## config.mk

```make
export PLATFORM = sky130hd
export DESIGN_NAME = sync_down_timer
export DESIGN_NICKNAME = d
export VERILOG_FILES = /design/src/rtl/sync_down_timer.sv
export SDC_FILE = /design/constraint.sdc
export NUM_CORES = 1
export LEC_CHECK = 0
export ABC_AREA = 1
export BUFFER_PORTS_ARGS = -buffer_cell sky130_fd_sc_hd__buf_2
export CORE_UTILIZATION = 52
export CTS_CLUSTER_DIAMETER = 40
export CTS_CLUSTER_SIZE = 30
export DETAILED_ROUTE_END_ITERATION = 7
export GPL_TIMING_DRIVEN = 0
export PLACE_DENSITY = 0.76
export SYNTH_ARGS = -nofsm -noshare
export SYNTH_HDL_FRONTEND = slang
export SYNTH_SLANG_ARGS = --single-unit
```

## constraint.sdc

```tcl
create_clock -name clk -period 1.5 [get_ports clk]
set_input_delay 0.225 -clock clk [delete_from_list [all_inputs] [get_ports clk]]
set_output_delay 0.225 -clock clk [all_outputs]
set_load 0.05 [all_outputs]
```

## src/rtl/sync_down_timer.sv

```systemverilog
// Loadable synchronous down-counter/timer: counts a loaded value to zero on
// enabled clocks, pulses tc at zero, then stops (one-shot) or reloads (periodic).
module sync_down_timer #(
  parameter int WIDTH = 4
) (
  input  logic             clk,
  input  logic             rst,
  input  logic             en,
  input  logic             load,
  input  logic [WIDTH-1:0] load_val,
  input  logic             mode,
  output logic [WIDTH-1:0] counter,
  output logic             tc,
  output logic             busy
);

  typedef enum logic [1:0] {
    IDLE = 2'd0,
    RUN  = 2'd1,
    DONE = 2'd2
  } state_t;

  state_t           state_q, state_d;
  logic [WIDTH-1:0] cnt_q, cnt_d;
  logic [WIDTH-1:0] reload_q, reload_d;
  logic             mode_q, mode_d;
  logic             tc_q, tc_d;
  logic             busy_q, busy_d;

  // State register and datapath registers; rst wins over everything.
  always_ff @(posedge clk) begin
    if (rst) begin
      state_q  <= IDLE;
      cnt_q    <= '0;
      reload_q <= '0;
      mode_q   <= 1'b0;
      tc_q     <= 1'b0;
      busy_q   <= 1'b0;
    end else begin
      state_q  <= state_d;
      cnt_q    <= cnt_d;
      reload_q <= reload_d;
      mode_q   <= mode_d;
      tc_q     <= tc_d;
      busy_q   <= busy_d;
    end
  end

  // Next-state and next-datapath logic; load takes priority over counting.
  always_comb begin
    state_d  = state_q;
    cnt_d    = cnt_q;
    reload_d = reload_q;
    mode_d   = mode_q;
    tc_d     = 1'b0;
    if (load) begin
      reload_d = load_val;
      mode_d   = mode;
      cnt_d    = load_val;
      state_d  = (load_val != '0) ? RUN : IDLE;
    end else begin
      case (state_q)
        IDLE: state_d = IDLE;
        RUN: begin
          if (en) begin
            if (cnt_q > WIDTH'(1)) begin
              cnt_d = cnt_q - WIDTH'(1);
            end else if (cnt_q == WIDTH'(1)) begin
              cnt_d = '0;
              tc_d  = 1'b1;
              if (!mode_q) state_d = DONE;
            end else if (mode_q) begin
              // Zero in RUN only happens in periodic mode: the extra reload cycle.
              cnt_d = reload_q;
            end
          end
        end
        DONE: state_d = DONE;
        default: begin
          state_d = IDLE;
          cnt_d   = '0;
        end
      endcase
    end
    busy_d = (state_d == RUN);
  end

  // Outputs come straight from registers.
  always_comb begin
    counter = cnt_q;
    tc      = tc_q;
    busy    = busy_q;
  end

endmodule

```

==> After elaboration in Yosys (flattened, before gate mapping) <==
Cells that the tools add are included.
{ "classes": {"addsub": 1, "magnitude_cmp": 1, "n_eq_ne": 7, "mux": 14, "n_bitwise": 2, "reduce_logical": 5} }
{ "op_table": {"columns": ["cell", "count"], "rows": [
  ["two-way mux 4 bit", 5],
  ["two-way mux 2 bit", 5],
  ["case mux 4 bit (2 select lines)", 1],
  ["inequality test 5 bit (second input constant)", 1],
  ["OR reduction 5 bit", 1],
  ["equality test 2 x 1 -> 1 bit (second input constant)", 2],
  ["equality test 4 x 1 -> 1 bit (second input constant)", 1],
  ["greater-than comparator 4 x 1 -> 1 bit (second input constant)", 1],
  ["case mux 2 bit (2 select lines)", 1],
  ["nonzero test 4 bit", 1],
  ["subtractor 4 x 1 -> 4 bit (second input constant)", 1],
  ["inequality test 3 bit (second input constant)", 1],
  ["AND reduction 3 bit", 1],
  ["equality test 2 bit (second input constant)", 1],
  ["zero test 2 bit", 1],
  ["two-way mux 1 bit", 2],
  ["inequality test 2 x 1 -> 1 bit (second input constant)", 1],
  ["inverter 1 bit", 2],
  ["OR reduction 2 bit", 1]
]} }
{ "totals": {"reg_bits": 13, "inputBits": 9, "output_inout_bits": 6, "word_cells": 36} }

==> Depth between registers and ports, before layout <==
Gate-level depths: netlist (run 1).
{ "depth": {"word_depth": 7, "mapped_depth": 9, "depth_no_buf": 9} }

==> Worst setup path before layout (run 1) <==
No wires, ideal clock.
{ "synth_timing": {"kind": "register -> register", "from": "reg cnt_q[0], in the netlist counter[0]", "to": "reg cnt_q[3], in the netlist counter[3]", "setup_time_ps": 112, "arrival_ps": 1524, "t_required_ps": 1388, "setup_slack_ps": -135, "path_stages_with_launch": 9, "n_path_buf": 0, "synth_period_minus_slack_ps": 1635, "path_cell_list": "dfxtp_1 inv_2 ha_1 o21ai_1 nand2_1 nor2_1 nor2_1 nor2_1 nor2_1"} }
{ "synth_via": {"elab_chain_cells": 6, "word_cells_on_any_way": 10, "cone_classes": "1 x add/sub; 1 x order compare; 2 x eq/ne; 5 x mux; 1 x reduce/logical"} }
{ "synth_lines": {"columns": ["element", "line_no", "text"], "rows": [
  ["from (decl)", "24", "logic [WIDTH-1:0] cnt_q, cnt_d;"],
  ["from (signal assigned)", "41", "cnt_q <= cnt_d;"],
  ["parallel branches: the longest is 6 deep, another holds subtractor 4 x 1 -> 4 bit", null, null]
]} }
Parallel ways; which one is timed is not known. The select of a mux whose other input is x is not followed.
A chain may end at the register's enable or synchronous reset.

==> Worst setup path in the final report (run 1) <==
{ "layout_timing": {"from": "reg state_q[0]", "to": "reg cnt_q[0], in the netlist counter[0]"} }
{ "layout_via": {"elab_chain_cells": 4, "word_cells_on_any_way": 10, "cone_classes": "5 x eq/ne; 2 x mux; 3 x reduce/logical"} }
{ "layout_lines": {"columns": ["element", "line_no", "text"], "rows": [
  ["from (decl)", "23", "state_t state_q, state_d;"],
  ["from (signal assigned)", "40", "state_q <= state_d;"],
  ["equality test 2 bit or zero test 2 bit (tied branches)", "62", "case (state_q)"],
  ["OR reduction 2 bit (no line)", null, null],
  ["case mux 4 bit (2 select lines) or inequality test 2 x 1 -> 1 bit (tied branches)", null, null],
  ["two-way mux 4 bit or AND reduction 3 bit (tied branches)", null, null]
]} }
Parallel ways exist; a longest one is shown, timed or not.

==> flow_summary.toml, run 1 <==
[final_layout]
fillCellCount = 123
syn_to_final_growth_pct = 18.0
diodes = 0
drive_gt1_frac = 0.248
fin_cells = 144
final_nets = 143

[clock_tree]
clk_pin_slew_ps = 80
cts_tree = "built"
postCtsSetupBuffers = 0
clock_latency_ps = 280
htree_levels = 1
root_buffer = "clkbuf_4"
cts_buffer_depth = 2
cts_inserted_buffers = 3
cts_sinks = 13

[worst_setup_path]
reg2reg_slack_ps = 110
worstPathMaxFanout = 5
worstSetupPathType = "reg -> reg"
cp.arrival_ps = 1570
crit_path_start_kind = "flop"
rr_worst_depth = 8
critical_path_required_ps = 1680
crit_path_end_kind = "flop"

[timing]
fmax_mhz = 722
rsz0062_at_grt = "no"
fin_skew_ps = 2.25
fin_crit_ps = 1390
fin_crit_sh = 0.924
hold_violations = 0
tightest_slew_ps = 357
finalSetupViolCount = 0
fin_setup_tns_ps = 0
finalMaxSlewViolations = 0
relSlewSlack = 0.761

[global_routing]
grt_max_degree = 9
grt_antenna_before_repair = 0
grt_pass1_vias = 576
track_usage = 0.227
globalRouteOverflowTotal = 0
grt_pass1_wl_mm = 2.42

[yosys]
synthTopCellsByArea = "dfxtp_1 34%, nand2_1 15%, nor2_1 8.3%, ha_1 6.5%, a21oi_1 5.9%"
synth_edf_count = 0
synth_cell_type_count = 21
synth_seq_cells = 13
synth.most_common_cell = "nand2_1"
synth_top_area_frac = 0.340
syn-num-nets = 124
synth_top_flop_cell = "dfxtp_1"
syn_avg_cell_area_um2 = 6.89
synth_area_leader_cell = "dfxtp_1"
ys_seq_area_frac = 0.340
syn_inst = 111
synth_area_um2 = 764
synthArstFlopShare = 0
synth_commonest_cells = "30 x nand2_1, 17 x nor2_1, 13 x dfxtp_1"
ys_warn_count = 0

[routing]
wl_mm = 1.60
ant_nets = 0
drt-initial-drc-count = 17
avgRoutedWirePerCell_um = 11.1
routed_via_density = 5.18
vias = 746
firstDrtPassIters = 4
drc = 0

[power_and_ir_drop]
power.leakage_uw = 0.000445
ir_worst_vdd_v = 0.000584
powerDensity_mw_per_mm2 = 1020

[floorplan]
die_y_um = 40.3
die_w_um = 40.3
core_mm2 = 0.00133
rows = 13
ios = 15
dieArea_mm2 = 0.00163
start_util = 0.573

[run]
maxCapViolCount = 0

[place]
gp_congestion = 0.870
dp_hpwl_mm = 1.23
portBuffers = 14
dp_cells = 140

[status]
status = "finished clean"

[worst_hold_path]
hold_path.class = "in -> reg"
whs_path_depth = 2
==> flip-flops by register name, summed over array words and instances, names as in the netlist <==
name      cells
mode_q        1
busy          1
tc            1
counter       4
reload_q      4
state_q       2
==> through the flow <==
| step | hold WS, ps | total power, µW | area [µm²] | worst slack [ps] | utilization |
|---|---|---|---|---|---|
| after global routing | 202 | 972 | 902 | 17.9 | 0.676 |
| after detailed placement | 458 | 693 | 856 | 73.3 | 0.642 |
| after global placement | 456 | 685 | 856 | 90.3 | 0.642 |
| after floorplan | 294 | 626 | 767 | 53.3 | - |
| final | 190 | 920 | 902 | 114 | 0.676 |
| after CTS | 194 | 908 | 882 | 53.3 | 0.661 |
==> report_power, final <==
part / internal [µW] / total, µW / leakage (µW) / switching (µW)
registers: 371 / 394 / 0.000108 / 22.7
logic: 101 / 302 / 0.000322 / 201
clock network: 103 / 224 / 0.0000150 / 120
total: 576 / 920 / 0.000445 / 344
==> layout make-up <==
cell class / count / area, µm² / share of cell area
clock buffers: 4 / 26.3 / 0.0291
inverters: 14 / 55.1 / 0.0610
multi-input cells: 84 / 469 / 0.520
flip-flops and latches: 13 / 263 / 0.291
well taps: 15 / 18.8 / 0.0208
repair buffers: 14 / 70.1 / 0.0777
==> worst paths after layout <==
kind | endpoint | startpoint
max reg2reg | counter[0]$_SDFFE_PP0P_ | state_q[0]$_SDFF_PP0_
min | reload_q[0]$_SDFFE_PP0P_ | rst
min reg2reg | reload_q[3]$_SDFFE_PP0P_ | reload_q[3]$_SDFFE_PP0P_
max | counter[0]$_SDFFE_PP0P_ | state_q[0]$_SDFF_PP0_
==> routing by layer <==
layer / routed length (µm) / vias to the layer above / track usage
met1: 787 / 327 / 0.321
met2: 702 / 24 / 0.325
met3: 85 / 4 / 0.0667
met4: 28 / 0 / 0.0750
li1: - / 391 / -
met5: 0 / - / 0
==> cell families after synthesis <==
kind of cell,share of synthesized area
and+or+nand+nor,0.432
buffers and inverters,0.0720
DFF,0.340
AOI/OAI and AO/OA,0.0785
adders and majority gates,0.0655
xor gates and xnor gates,0.0115
==> cells in the final DEF (no fill, tap or decap) <==
cell type	instances
nand4_1	3
nor2_1	17
nor3_1	2
nor2_4	2
inv_2	4
nor2_8	1
nand3b_1	2
nand2_1	30
dfxtp_2	2
dfxtp_1	11
ha_4	1
xor2_1	1
nand2_2	1
inv_4	1
buf_2	14
nand2_4	1
ha_2	1
o21ai_0	1
nand2_8	1
nand3_1	7
o21ai_1	2
clkbuf_1	1
a21oi_1	9
ha_1	2
clkbuf_4	3
inv_1	9
==> timing repair <==
item,4_1_cts,5_1_grt
gates resized for setup,0,4
hold buffers,0,0
setup endpoints to repair,0,4
==> critical path, stage by stage, from the launching register on <==
cell	delay [ps]
dfxtp_1	440
ha_4	200
inv_1	40
nor3_1	200
nand2_2	150
nand2_4	100
nand2_1	50
nand2_1	50
nor2_1	40
No activity file was read; power rests on OpenSTA's default activity.
==> run 2: changes to the inputs <==
- CTS_BUF_LIST: unset -> sky130_fd_sc_hd__clkbuf_4 sky130_fd_sc_hd__clkbuf_8 sky130_fd_sc_hd__clkbuf_16
- SETUP_SLACK_MARGIN: unset -> 0.15
==> run 2 against run 1 <==
Cell count rose by 3.5%. Maximum frequency is 5.1% higher. Combinational power grew 17%. First-iteration DRC count up 35%. Critical path type unchanged. Critical endpoint is now counter[1]$_SDFFE_PP0P_. Largest power group unchanged.
==> flow_summary.toml, run 2 (synthesized netlist as in run 1, its figures left out) <==
[status]
status = "finished clean"

[clock_tree]
cts_hold_buf = 0
cts_buffer_depth = 2
clock_latency_ps = 280
cts_inserted_buffers = 3
cts_sinks = 13
root_buffer = "clkbuf_4"
cts_tree = "built"
clk_pin_slew_ps = 80
htree_levels = 1

[final_layout]
final_nets = 148
drive_gt1_frac = 0.351
diodes = 0
final_cell_mix = "30 x nand2_1, 17 x nor2_1, 14 x buf_2"
regArea_um2 = 274
fillCellCount = 114
syn_to_final_growth_pct = 28.8
final_common_cell = "nand2_1"
multi_input_area_um2 = 497
postLayoutCoreUtil = 0.738

[worst_setup_path]
critical_path_required_ps = 1690
worstPathMaxFanout = 5
crit_path_start_kind = "flop"
slowest_stage = "dfxtp_2"
critPathBufInv = 2
cp.arrival_ps = 1500
rr_worst_depth = 9
crit_path_end_kind = "flop"
path_delay_family = "simple AND/OR/NAND/NOR gates"
cp.depth = 9
cpPeakStageDelay_ps = 330
crit_chain = "inv_2, ha_4, inv_2, nor3_4, nand2_2, nand2_4, nand2_1, nand2_1, nor2_1"
worstSetupPathType = "reg -> reg"

[floorplan]
core_mm2 = 0.00133
rows = 13
die_w_um = 40.3
die_y_um = 40.3
dieArea_mm2 = 0.00163
start_util = 0.573
ios = 15

[timing]
finalMaxSlewViolations = 0
hold_violations = 0
fin_skew_ps = 4.99
tightest_slew_ps = 331
worst_hold_slack_ps = 171
relSlewSlack = 0.778
finalSetupViolCount = 0
fmax_mhz = 759
fin_crit_sh = 0.879
fin_crit_ps = 1320
rsz0062_at_grt = "yes"
fin_setup_tns_ps = 0

[routing]
drt-initial-drc-count = 23
vias = 754
ant_nets = 0
routed_via_density = 5.06
firstDrtPassIters = 4
wl_mm = 1.74
drc = 0
avgRoutedWirePerCell_um = 11.7

[global_routing]
grt_max_degree = 9
grt_pass1_vias = 616
track_usage = 0.249
grt_pass1_wl_mm = 2.53
grt_antenna_before_repair = 0
globalRouteOverflowTotal = 0

[place]
dp_hpwl_mm = 1.24
gp_congestion = 0.817
portBuffers = 14

[worst_hold_path]
whs_path_depth = 2
hold_path.class = "in -> reg"

[power_and_ir_drop]
swShare = 0.376
power_frac_seq = 0.409
intPower_uw = 606
ir_worst_vdd_v = 0.000621
p_sw_uw = 365
power.leakage_uw = 0.000477
powerDensity_mw_per_mm2 = 987
p_comb_frac = 0.365
p_clk_frac = 0.227

[run]
maxCapViolCount = 0
## run 2: cell count changes in the layout (fill, tap and decap cells not counted), moves of 2 or more
| cell | previous run | this run |
|---|---|---|
| dfxtp_1 | 11 | 8 |
| dfxtp_4 | 0 | 3 |
| inv_4 | 1 | 3 |
| inv_1 | 9 | 6 |
| buf_4 | 0 | 5 |
## run 2: area by class of cell
type,count,share of cell area
timing repair buffer,19,0.109
clock inverter,1,0.00508
clock buffer,3,0.0229
sequential,13,0.278
multi-input combinational,84,0.504
inverter,14,0.0610
tap,15,0.0191
## run 2: path summary, 6_finish.rpt
path | startpoint | to | slack [ps]
setup / recovery | state_q[1]$_SDFF_PP0_ | counter[1]$_SDFFE_PP0P_ | 180
hold / removal | rst | state_q[1]$_SDFF_PP0_ | 170
setup reg to reg | state_q[1]$_SDFF_PP0_ | counter[1]$_SDFFE_PP0P_ | 180
hold reg to reg | reload_q[3]$_SDFFE_PP0P_ | reload_q[3]$_SDFFE_PP0P_ | 460
## run 2: layer usage
metal	track usage	part of all wire	routed length [µm]
met5	0	0	0
met4	0.100	0.014	24
met3	0.100	0.043	75
met2	0.405	0.45	790
met1	0.288	0.49	851
## run 2: metrics by stage
step | cell area (µm²) | worst slack [ps] | power (µW) | instances
after global routing | 985 | 112 | 1040 | 149
final | 985 | 182 | 972 | 149
after floorplan | 782 | 156 | 635 | 111
after detailed placement | 871 | 53.2 | 701 | 140
after CTS | 908 | 151 | 928 | 144
after global placement | 871 | 71.0 | 695 | 140
## run 2: timing repair
action,in CTS,in global routing
setup endpoints to repair,4,5
resized for setup,3,12
pin swaps,0,7
hold endpoints to repair,0,0
setup buffers,0,5
gates cloned,0,0
## run 2: power by group through the flow
stage	combinational (µW)	clock [µW]	sequential (µW)
5_1_grt	388	247	401
4_1_cts	306	230	393
6_report	354	220	397
3_5_place_dp	300	0	400
2_1_floorplan	185	0	450
3_3_place_gp	296	0	399
==> run 3: changes to the inputs <==
- ABC_AREA: 1 -> unset
- CORE_UTILIZATION: 52 -> 51
- PLACE_DENSITY: 0.76 -> 0.75
==> run 3 against run 2 <==
Die area is 1.1% lower. Utilization is 1.0 points higher. Sequential share of layout area down 0.26 points. Combinational power decreased by 32%.
==> flow_summary.toml, run 3 <==
[timing]
fmax_mhz = 681
setup_ws_ps = 32.5
fin_crit_sh = 0.978
relSlewSlack = 0.659
rsz0062_at_grt = "yes"
finalMaxSlewViolations = 0
fin_skew_ps = 2.96
fin_crit_ps = 1470
hold_violations = 0
finalSetupViolCount = 0
tightest_slew_ps = 511

[yosys]
synthTopCellsByArea = "dfxtp_1 35%, a21oi_1 6.8%, ha_1 6.8%, nand2b_1 4.2%, mux2i_1 4.1%"
syn-num-nets = 97
synth_cell_type_count = 33
synthArstFlopShare = 0
synth_top_area_frac = 0.351
syn_inst = 84
synth_edf_count = 0
ys_warn_count = 0
synth_area_leader_cell = "dfxtp_1"
synth_commonest_cells = "13 x dfxtp_1, 10 x a21oi_1, 7 x nor2_1"
synth_area_um2 = 741
ys_seq_area_frac = 0.351
synth_top_flop_cell = "dfxtp_1"
synth_seq_cells = 13
syn_avg_cell_area_um2 = 8.82
synth.most_common_cell = "dfxtp_1"

[worst_setup_path]
reg2reg_slack_ps = 30
cpPeakStageDelay_ps = 390
r2r_start = "counter[1]$_SDFFE_PP0P_"
cp-startpoint = "counter[1]$_SDFFE_PP0P_"
crit_path_start_kind = "flop"
critical_path_required_ps = 1690
critPathBufInv = 1
crit_chain = "inv_4, ha_4, or2_1, a21oi_1, nand2_1, a311oi_2"
worstPathMaxFanout = 5
path_delay_family = "compound AO/OA/AOI/OAI gates"
cp.depth = 6
rr_worst_depth = 6
reg2reg_to = "counter[0]$_SDFFE_PP0P_"
crit_path_end_kind = "flop"
cp.arrival_ps = 1660
worstSetupPathType = "reg -> reg"
slowest_stage = "dfxtp_4"
endpoint = "counter[0]$_SDFFE_PP0P_"

[place]
post-place-ws_ps = -29.9
dp_cells = 113
portBuffers = 14
gp_congestion = 0.834
dp_hpwl_mm = 1.20

[final_layout]
diodes = 0
fillCellCount = 100
drive_gt1_frac = 0.467
final_nets = 121
syn_to_final_growth_pct = 34.8
final_common_cell = "buf_2"
final_cell_mix = "15 x buf_2, 7 x nor2_1, 7 x dfxtp_1"
fin_cells = 122

[floorplan]
die_y_um = 40.1
die_w_um = 40.1
ios = 15
dieArea_mm2 = 0.00161
rows = 13
start_util = 0.555
core_mm2 = 0.00133

[status]
status = "finished clean"

[clock_tree]
cts_inserted_buffers = 3
cts_sinks = 13
cts_buffer_depth = 2
clk_pin_slew_ps = 80
cts_tree = "built"
htree_levels = 1
clock_latency_ps = 280
cts_hold_buf = 0
root_buffer = "clkbuf_4"

[global_routing]
grt_antenna_before_repair = 0
track_usage = 0.246
grt_max_degree = 11
grt_pass1_wl_mm = 2.57
globalRouteOverflowTotal = 0
grt_pass1_vias = 597

[power_and_ir_drop]
ir_worst_vdd_v = 0.000515
powerDensity_mw_per_mm2 = 860
power.leakage_uw = 0.000389

[routing]
vias = 705
ant_nets = 0
drt-initial-drc-count = 18
routed_via_density = 5.78
wl_mm = 1.71
firstDrtPassIters = 4
avgRoutedWirePerCell_um = 14.0
drc = 0

[run]
maxCapViolCount = 0

[worst_hold_path]
hold_path.class = "in -> reg"
## run 3: repair_timing
action / in CTS / in global routing
endpoints found under the setup margin: 5 / 6
endpoints found under the hold margin: 0 / 0
pin swaps: 9 / 1
gates resized for setup: 6 / 3
buffers inserted: 4 / 1
## run 3: worst reg2reg max path: stages (launching register included)
cell	delay (ps)
dfxtp_4	390
inv_4	50
ha_4	160
or2_1	250
a21oi_1	150
nand2_1	80
a311oi_2	280
## run 3: per-stage QoR
step                      utilization  hold slack [ps]  total power, µW  TNS [ps]  instance area (µm²)
final                           0.749              136              859         0                  998
after floorplan                     -              287              563         0                  802
after global placement          0.668              420              612     -16.1                  891
after detailed placement        0.668              430              617     -29.9                  891
after global routing            0.749              124              903      -189                  998
after CTS                       0.735              132              851         0                  980
## run 3: logic make-up after synthesis
group                    synth area share
AO/OA/AOI/OAI                       0.257
AND/OR/NAND/NOR                     0.236
multiplexers                       0.0405
flip-flops                          0.351
buffers and inverters              0.0473
adder cells (fa/ha/maj)            0.0676
## run 3: layer usage
metal	part of all wire	GRT usage	up-vias
met1	0.47	0.312	324
met4	0.022	0.129	0
met2	0.47	0.399	22
met3	0.038	0.0333	5
li1	-	-	354
met5	0	0	-
## run 3: how the worst min path moves through the flow
stage                     start                       to  slack (ps)  cells past startpoint
after floorplan             rst  counter[0]$_SDFFE_PP0P_         290                      1
after global placement      rst  counter[0]$_SDFFE_PP0P_         420                      2
after detailed placement    rst  counter[0]$_SDFFE_PP0P_         430                      2
after CTS                   rst  counter[0]$_SDFFE_PP0P_         130                      2
after global routing        rst  counter[0]$_SDFFE_PP0P_         120                      2
final                       rst  counter[0]$_SDFFE_PP0P_         140                      2
## run 3: cell type report
type | instances | area (µm²) | share of cell area
Multi-Input combinational cell | 62 | 528 | 0.529
Sequential cell | 13 | 275 | 0.276
Timing Repair Buffer | 19 | 111 | 0.112
Inverter | 7 | 28.8 | 0.0288
Clock buffer | 3 | 22.5 | 0.0226
Tap cell | 15 | 18.8 | 0.0188
Buffer | 2 | 8.76 | 0.00877
Clock inverter | 1 | 5.00 | 0.00501
## run 3: report_power, final
group          leakage [µW]  switching [µW]  internal [µW]
clock             0.0000177             123           99.1
sequential         0.000110            29.2            366
combinational      0.000261             142            100
